**src/rtl/fifo_tx_banked.sv**
```systemverilog
// Multi-bank block-to-word TX FIFO: whole blocks load in one cycle, words drain one per handshake.
// Optional per-block send length is enabled by defining FIFO_TX_LEN_EN (adds the load_len port).
module fifo_tx_banked #(
    parameter int DATA_SIZE   = 8,
    parameter int BLOCK_WORDS = 16,
    parameter int NUM_BANKS   = 2
) (
    input  logic                                 clk_100MHz,
    input  logic                                 reset,
    input  logic                                 load_valid,
    output logic                                 load_ready,
    input  logic [DATA_SIZE*BLOCK_WORDS-1:0]     load_data,
`ifdef FIFO_TX_LEN_EN
    input  logic [$clog2(BLOCK_WORDS):0]         load_len,
`endif
    output logic                                 tx_valid,
    input  logic                                 tx_ready,
    output logic [DATA_SIZE-1:0]                 tx_data,
    output logic                                 tx_last,
    output logic                                 empty,
    output logic                                 full,
    output logic [$clog2(NUM_BANKS+1)-1:0]       banks_used,
    output logic                                 overflow
);

    localparam int BLOCK_BITS = DATA_SIZE * BLOCK_WORDS;
    localparam int IDX_W      = $clog2(BLOCK_WORDS);
    localparam int PTR_W      = $clog2(NUM_BANKS);
    localparam int CNT_W      = $clog2(NUM_BANKS + 1);

    typedef enum logic {
        IDLE = 1'b0,
        SEND = 1'b1
    } state_t;

    state_t             state_reg, state_next;
    logic [PTR_W-1:0]   wr_bank_reg, wr_bank_next;
    logic [PTR_W-1:0]   rd_bank_reg, rd_bank_next;
    logic [IDX_W-1:0]   rd_idx_reg, rd_idx_next;
    logic [CNT_W-1:0]   banks_used_reg, banks_used_next;
    logic               full_reg, full_next;
    logic               overflow_reg, overflow_next;

    logic [BLOCK_BITS-1:0] bank_mem [NUM_BANKS];
    logic [DATA_SIZE-1:0]  rd_words [BLOCK_WORDS];
    logic [IDX_W-1:0]      cur_last_idx;

    logic load_accept;
    logic pop;
    logic pop_last;

    // Handshake qualifiers; load_ready depends only on the registered full flag (no bypass).
    assign load_ready  = ~full_reg;
    assign load_accept = load_valid & ~full_reg;
    assign tx_valid    = (state_reg == SEND);
    assign pop         = tx_valid & tx_ready;
    assign tx_last     = tx_valid & (rd_idx_reg == cur_last_idx);
    assign pop_last    = pop & tx_last;

    assign empty       = (banks_used_reg == '0);
    assign full        = full_reg;
    assign banks_used  = banks_used_reg;
    assign overflow    = overflow_reg;

    // Block storage has no reset: contents survive reset and are simply overwritten by later loads.
    always_ff @(posedge clk_100MHz) begin
        if (load_accept) begin
            bank_mem[wr_bank_reg] <= load_data;
        end
    end

    generate
        for (genvar gi = 0; gi < BLOCK_WORDS; gi++) begin : g_word_unpack
            assign rd_words[gi] = bank_mem[rd_bank_reg][gi*DATA_SIZE +: DATA_SIZE];
        end
    endgenerate

    assign tx_data = rd_words[rd_idx_reg];

`ifdef FIFO_TX_LEN_EN
    logic [IDX_W-1:0] last_mem [NUM_BANKS];
    logic [IDX_W-1:0] load_last_idx;

    // Out-of-range lengths (0 or larger than a block) fall back to a full block.
    always_comb begin
        load_last_idx = IDX_W'(BLOCK_WORDS - 1);
        if ((load_len != '0) && (load_len <= (IDX_W+1)'(BLOCK_WORDS))) begin
            load_last_idx = IDX_W'(load_len - 1'b1);
        end
    end

    always_ff @(posedge clk_100MHz) begin
        if (load_accept) begin
            last_mem[wr_bank_reg] <= load_last_idx;
        end
    end

    assign cur_last_idx = last_mem[rd_bank_reg];
`else
    assign cur_last_idx = IDX_W'(BLOCK_WORDS - 1);
`endif

    always_comb begin
        wr_bank_next    = wr_bank_reg;
        rd_bank_next    = rd_bank_reg;
        rd_idx_next     = rd_idx_reg;
        banks_used_next = banks_used_reg;
        overflow_next   = overflow_reg | (load_valid & full_reg);

        if (load_accept) begin
            wr_bank_next = wr_bank_reg + PTR_W'(1);
        end

        if (pop_last) begin
            rd_idx_next  = '0;
            rd_bank_next = rd_bank_reg + PTR_W'(1);
        end else if (pop) begin
            rd_idx_next = rd_idx_reg + IDX_W'(1);
        end

        case ({load_accept, pop_last})
            2'b10:   banks_used_next = banks_used_reg + CNT_W'(1);
            2'b01:   banks_used_next = banks_used_reg - CNT_W'(1);
            default: banks_used_next = banks_used_reg;
        endcase

        full_next = (banks_used_next == CNT_W'(NUM_BANKS));
    end

    // Drain FSM: SEND while any block is held.
    always_comb begin
        state_next = state_reg;
        case (state_reg)
            IDLE: begin
                if (load_accept) begin
                    state_next = SEND;
                end
            end
            SEND: begin
                if (pop_last && (banks_used_reg == CNT_W'(1)) && !load_accept) begin
                    state_next = IDLE;
                end
            end
            default: state_next = IDLE;
        endcase
    end

    always_ff @(posedge clk_100MHz or posedge reset) begin
        if (reset) begin
            state_reg      <= IDLE;
            wr_bank_reg    <= '0;
            rd_bank_reg    <= '0;
            rd_idx_reg     <= '0;
            banks_used_reg <= '0;
            full_reg       <= 1'b0;
            overflow_reg   <= 1'b0;
        end else begin
            state_reg      <= state_next;
            wr_bank_reg    <= wr_bank_next;
            rd_bank_reg    <= rd_bank_next;
            rd_idx_reg     <= rd_idx_next;
            banks_used_reg <= banks_used_next;
            full_reg       <= full_next;
            overflow_reg   <= overflow_next;
        end
    end

endmodule

```
**config.mk**
```make
export PLATFORM = sky130hd
export DESIGN_NAME = fifo_tx_banked
export DESIGN_NICKNAME = d
export VERILOG_FILES = /design/src/rtl/fifo_tx_banked.sv
export SDC_FILE = /design/constraint.sdc
export NUM_CORES = 1
export LEC_CHECK = 0
export ABC_AREA = 1
export BUFFER_PORTS_ARGS = -buffer_cell sky130_fd_sc_hd__buf_2
export CORE_MARGIN = 3
export CORE_UTILIZATION = 45
export DETAILED_ROUTE_END_ITERATION = 10
export GPL_TIMING_DRIVEN = 0
export SETUP_SLACK_MARGIN = 0.02
export SLEW_MARGIN = 20
export SYNTH_ARGS = -nofsm -noshare
export SYNTH_HDL_FRONTEND = slang
export SYNTH_SLANG_ARGS = --single-unit
```
**constraint.sdc**
```tcl
create_clock -name clk_100MHz -period 10.3 [get_ports clk_100MHz]
set_input_delay 1.03 -clock clk_100MHz [delete_from_list [all_inputs] [get_ports clk_100MHz]]
set_output_delay 1.03 -clock clk_100MHz [all_outputs]
set_load 0.05 [all_outputs]
```
==> summary by stage <==
Routing
The routed wire length is 28,000 um. The number of optimization iterations in the first detailed-route pass is 5. Detailed routing inserted a total of 7,821 vias. The detailed router finished its first iteration with 732 violations. In this run the remaining antenna-violating nets after routing total 0.

After detailed routing, the average wire length per cell comes to 17.8 um. The number of DRC violations after detailed routing is 0. After detailed routing, the number of vias per cell comes to 4.96.

Timing
Hold is met by 472 ps. The setup skew after layout is 13.1 ps. The final count of hold timing violations is 0. Static timing analysis puts the maximum clock frequency at 267 MHz.

Setup repair after global routing left no endpoint under its margin. The slew at the pin closest to its max-slew limit is 655 ps. The relative slew slack is 56.3%. The share of the clock period used by the worst path after layout is 36.4%.

Setup violations remaining at the end of the flow were counted as 0. The count of pins over their slew limit is 0. The shortest period the worst path allows is 3750 ps.

The minimum setup slack in the final design is 6550 ps.

Clock tree
The clock sink count is 267. The number of buffers on the longest clock path is 3. The number of H-tree branching levels is 1. The number of buffers created by CTS is 29. Gates resized during post-CTS repair numbered 0. The clock reaches the later pin of the worst-skew pair after 550 ps. For this design, the CTS-stage hold fixing added 0 buffers. After clock tree synthesis, the clock-pin slew on the worst setup and hold paths is 60 ps. The cell at the root of the clock tree is sky130_fd_sc_hd__clkbuf_16. The buffers inserted during post-CTS setup optimization is 0. TritonCTS built the clock tree.

Yosys
Yosys attributes the largest share of cell area to sky130_fd_sc_hd__edfxtp_1, sky130_fd_sc_hd__nand2_1, sky130_fd_sc_hd__nand3_1, sky130_fd_sc_hd__inv_1, sky130_fd_sc_hd__dfrtp_1. The share of the synthesized area in the top cell type is 68.0%. Summing every instance area after synthesis gives 11,300 um^2. In this run the mean area of a mapped cell was 10.9 um^2.

The dominant cell type by area after synthesis is sky130_fd_sc_hd__edfxtp_1. Counting flops and latches in the post-synthesis netlist gives 267. The number of enable-type register cells in the synthesized netlist is 256. The dominant synthesized flop cell is sky130_fd_sc_hd__edfxtp_1. After synthesis, the share of flip-flops with an asynchronous set or reset is 4.12%. The post-synthesis cell count is 1,042.

Sorting the synthesized cells by how often they occur yields sky130_fd_sc_hd__nand2_1, sky130_fd_sc_hd__edfxtp_1, sky130_fd_sc_hd__nand3_1, sky130_fd_sc_hd__inv_1, sky130_fd_sc_hd__buf_2. After synthesis, flip-flops and latches occupy 70.4% of the total area. The synthesized net count is 1,179. The total of warnings raised by yosys is 0.

By instance count, the leading cell after synthesis is sky130_fd_sc_hd__nand2_1. The unique cell type count in the Yosys netlist is 22.

Power
The share of total power dissipated in the clock network is 25.9%. The power density normalized to cell area is 290 nW/um^2. VDD sags by at most 0.158 mV. Per report_power, the sequential group accounts for 38.2% of the total. The switching component of the power is 1480 uW. The fraction of power consumed by combinational cells is 35.9%. The cell-internal power is 2470 uW. The analysis attributes to cell leakage a power of 0.00593 uW. In this run switching power makes up 37.4% of total power.

Place
The number of buffers added on ports is 147. The placement-stage worst setup slack is 7130 ps. The area of placed instances is 12,700 um^2.

The wire-length estimate of the detail-placed layout is 19,900 um. The congestion estimate from routability-driven global placement came to 0.858.

Floorplan
The starting utilization of the core area is 46.1%. The region available for standard cell placement spans 24,500 um^2. The die is 165 um tall.

The die is 165 um wide. For this design the top-level I/O count stands at 148. The count of standard-cell rows is 57.

The total die area is 27,100 um^2.

Global route
The total routing resource utilization after global routing is 20.6%. The number of global-route vias before repair came to 7,359. Entering global routing, the biggest net connects 26 pins. After global routing the overflow that remains totals 0. The number of antenna violations at the first check in global routing was 0. The wire length of the first global-routing pass is 41,500 um.

Finish
After routing the design area is 13,600 um^2. At the end of the flow, the number of nets in the layout was 1,368. The register with the most flip-flops in the layout has 256 of them. The area overhead of the layout relative to synthesis is 20.7%. The antenna diode count is 0. After filler insertion, the fill cell instance count of the layout stands at 2,209. The share of the core filled with cells is 55.6%. Of the cells placed in the final design, the portion with a size suffix greater than 1 is 19.7%.

Job
The max capacitance violation total is 0.

Setup path
The worst register-to-register path begins at full. At the worst endpoint, the arrival time is 2720 ps. STA classifies the critical path startpoint as a flop. Walking the worst path, the cells encountered are inv_1 -> clkbuf_1 -> nand3_1 -> a21oi_1 -> nor2_1 -> nand2_1 -> nand2_1 -> inv_1 -> buf_2. The capturing point of the worst reg2reg path is bank_mem[0][112]. The biggest fanout along the worst timing path is 10.

The kind of cell with the highest combined delay on the critical path is buffers and inverters. The worst setup path is of the flop to output port kind. The worst reg-to-reg path cell count is 6.

The slowest stage cell on the critical path is sky130_fd_sc_hd__clkbuf_1. The combined buffer and inverter count along the critical path is 4. The endpoint required time on the critical path is 9270 ps. The nature of the critical path endpoint is an output port. The register-to-register setup slack is 7970 ps. On the worst path, the slowest cell contributes a delay of 530 ps.

Run status
The flow ran to the end, and the final reports show no timing, DRC or antenna violations.

Worst hold path
Along the worst hold path, the cell count comes to 1. The tightest min-delay check is of the flop to flop type. The hold path startpoint is overflow. The destination of the worst hold path is overflow.
through the flow:
step                instances  power [uW]  TNS [ps]
floorplan                1042        2480         0
global placement         1513        2960   -141000
detailed placement       1524        2960         0
CTS                      1577        3980         0
global route             1577        4170         0
finish                   1577        3950         0
placed cells by master, fill, tap and decap left out, drive strengths merged, types with 2 or more instances in the layout:
cell type / synthesis / final
inv: 148 / 149
clkinv: 0 / 14
nor2: 21 / 21
o211ai: 10 / 10
ha: 5 / 5
clkbuf: 8 / 41
a21oi: 16 / 16
edfxtp: 256 / 256
o21ai: 5 / 5
buf: 41 / 199
xor2: 3 / 3
bufinv: 0 / 4
nand2: 360 / 360
nor3: 2 / 2
nand3: 153 / 153
dfrtp: 11 / 11
logic make-up (layout without fill, tap and decap cells):
group / after synthesis / in the layout / synth area share, %
buf+inv: 197 / 408 / 7.47
simple gates: 537 / 537 / 19.6
fa+ha+maj: 5 / 5 / 0.553
xor+xnor: 3 / 3 / 0.232
compound gates: 33 / 33 / 1.72
flops: 267 / 267 / 70.4
how the worst max path moves through the flow:
stage,startpoint,endpoint,cells after the start
after CTS,rd_idx_reg[0],tx_data[3],9
after detailed placement,rd_idx_reg[0],tx_data[3],9
after global routing,rd_idx_reg[0],tx_data[3],9
after global placement,load_valid,bank_mem[1][53],5
final,rd_idx_reg[0],tx_data[3],9
after floorplan,load_valid,bank_mem[0][0],4
power groups by stage:
| stage | Combinational [uW] | Clock, uW | Sequential [uW] |
|---|---|---|---|
| 6_report | 1420 | 1020 | 1510 |
| 4_1_cts | 1430 | 1040 | 1510 |
| 3_5_place_dp | 1430 | 0 | 1530 |
| 2_1_floorplan | 893 | 0 | 1590 |
| 5_1_grt | 1560 | 1090 | 1530 |
| 3_3_place_gp | 1340 | 0 | 1610 |
final cells by class:
type | count | area [um^2] | area share (%)
inverters | 148 | 556 | 4.07
multi-input cells | 578 | 2510 | 18.4
clock buffers | 33 | 741 | 5.43
plain buffers | 49 | 289 | 2.12
flip-flops and latches | 267 | 7960 | 58.4
well taps | 324 | 405 | 2.97
repair buffers | 158 | 978 | 7.17
clock inverters | 20 | 196 | 1.44
layer usage:
metal / routed length, um / GRT usage, %
met1: 12300 / 29.1
met2: 12900 / 33.0
met3: 2000 / 3.89
met4: 741 / 5.57
met5: 0 / 0
No activity file was read; power rests on OpenSTA's default activity.
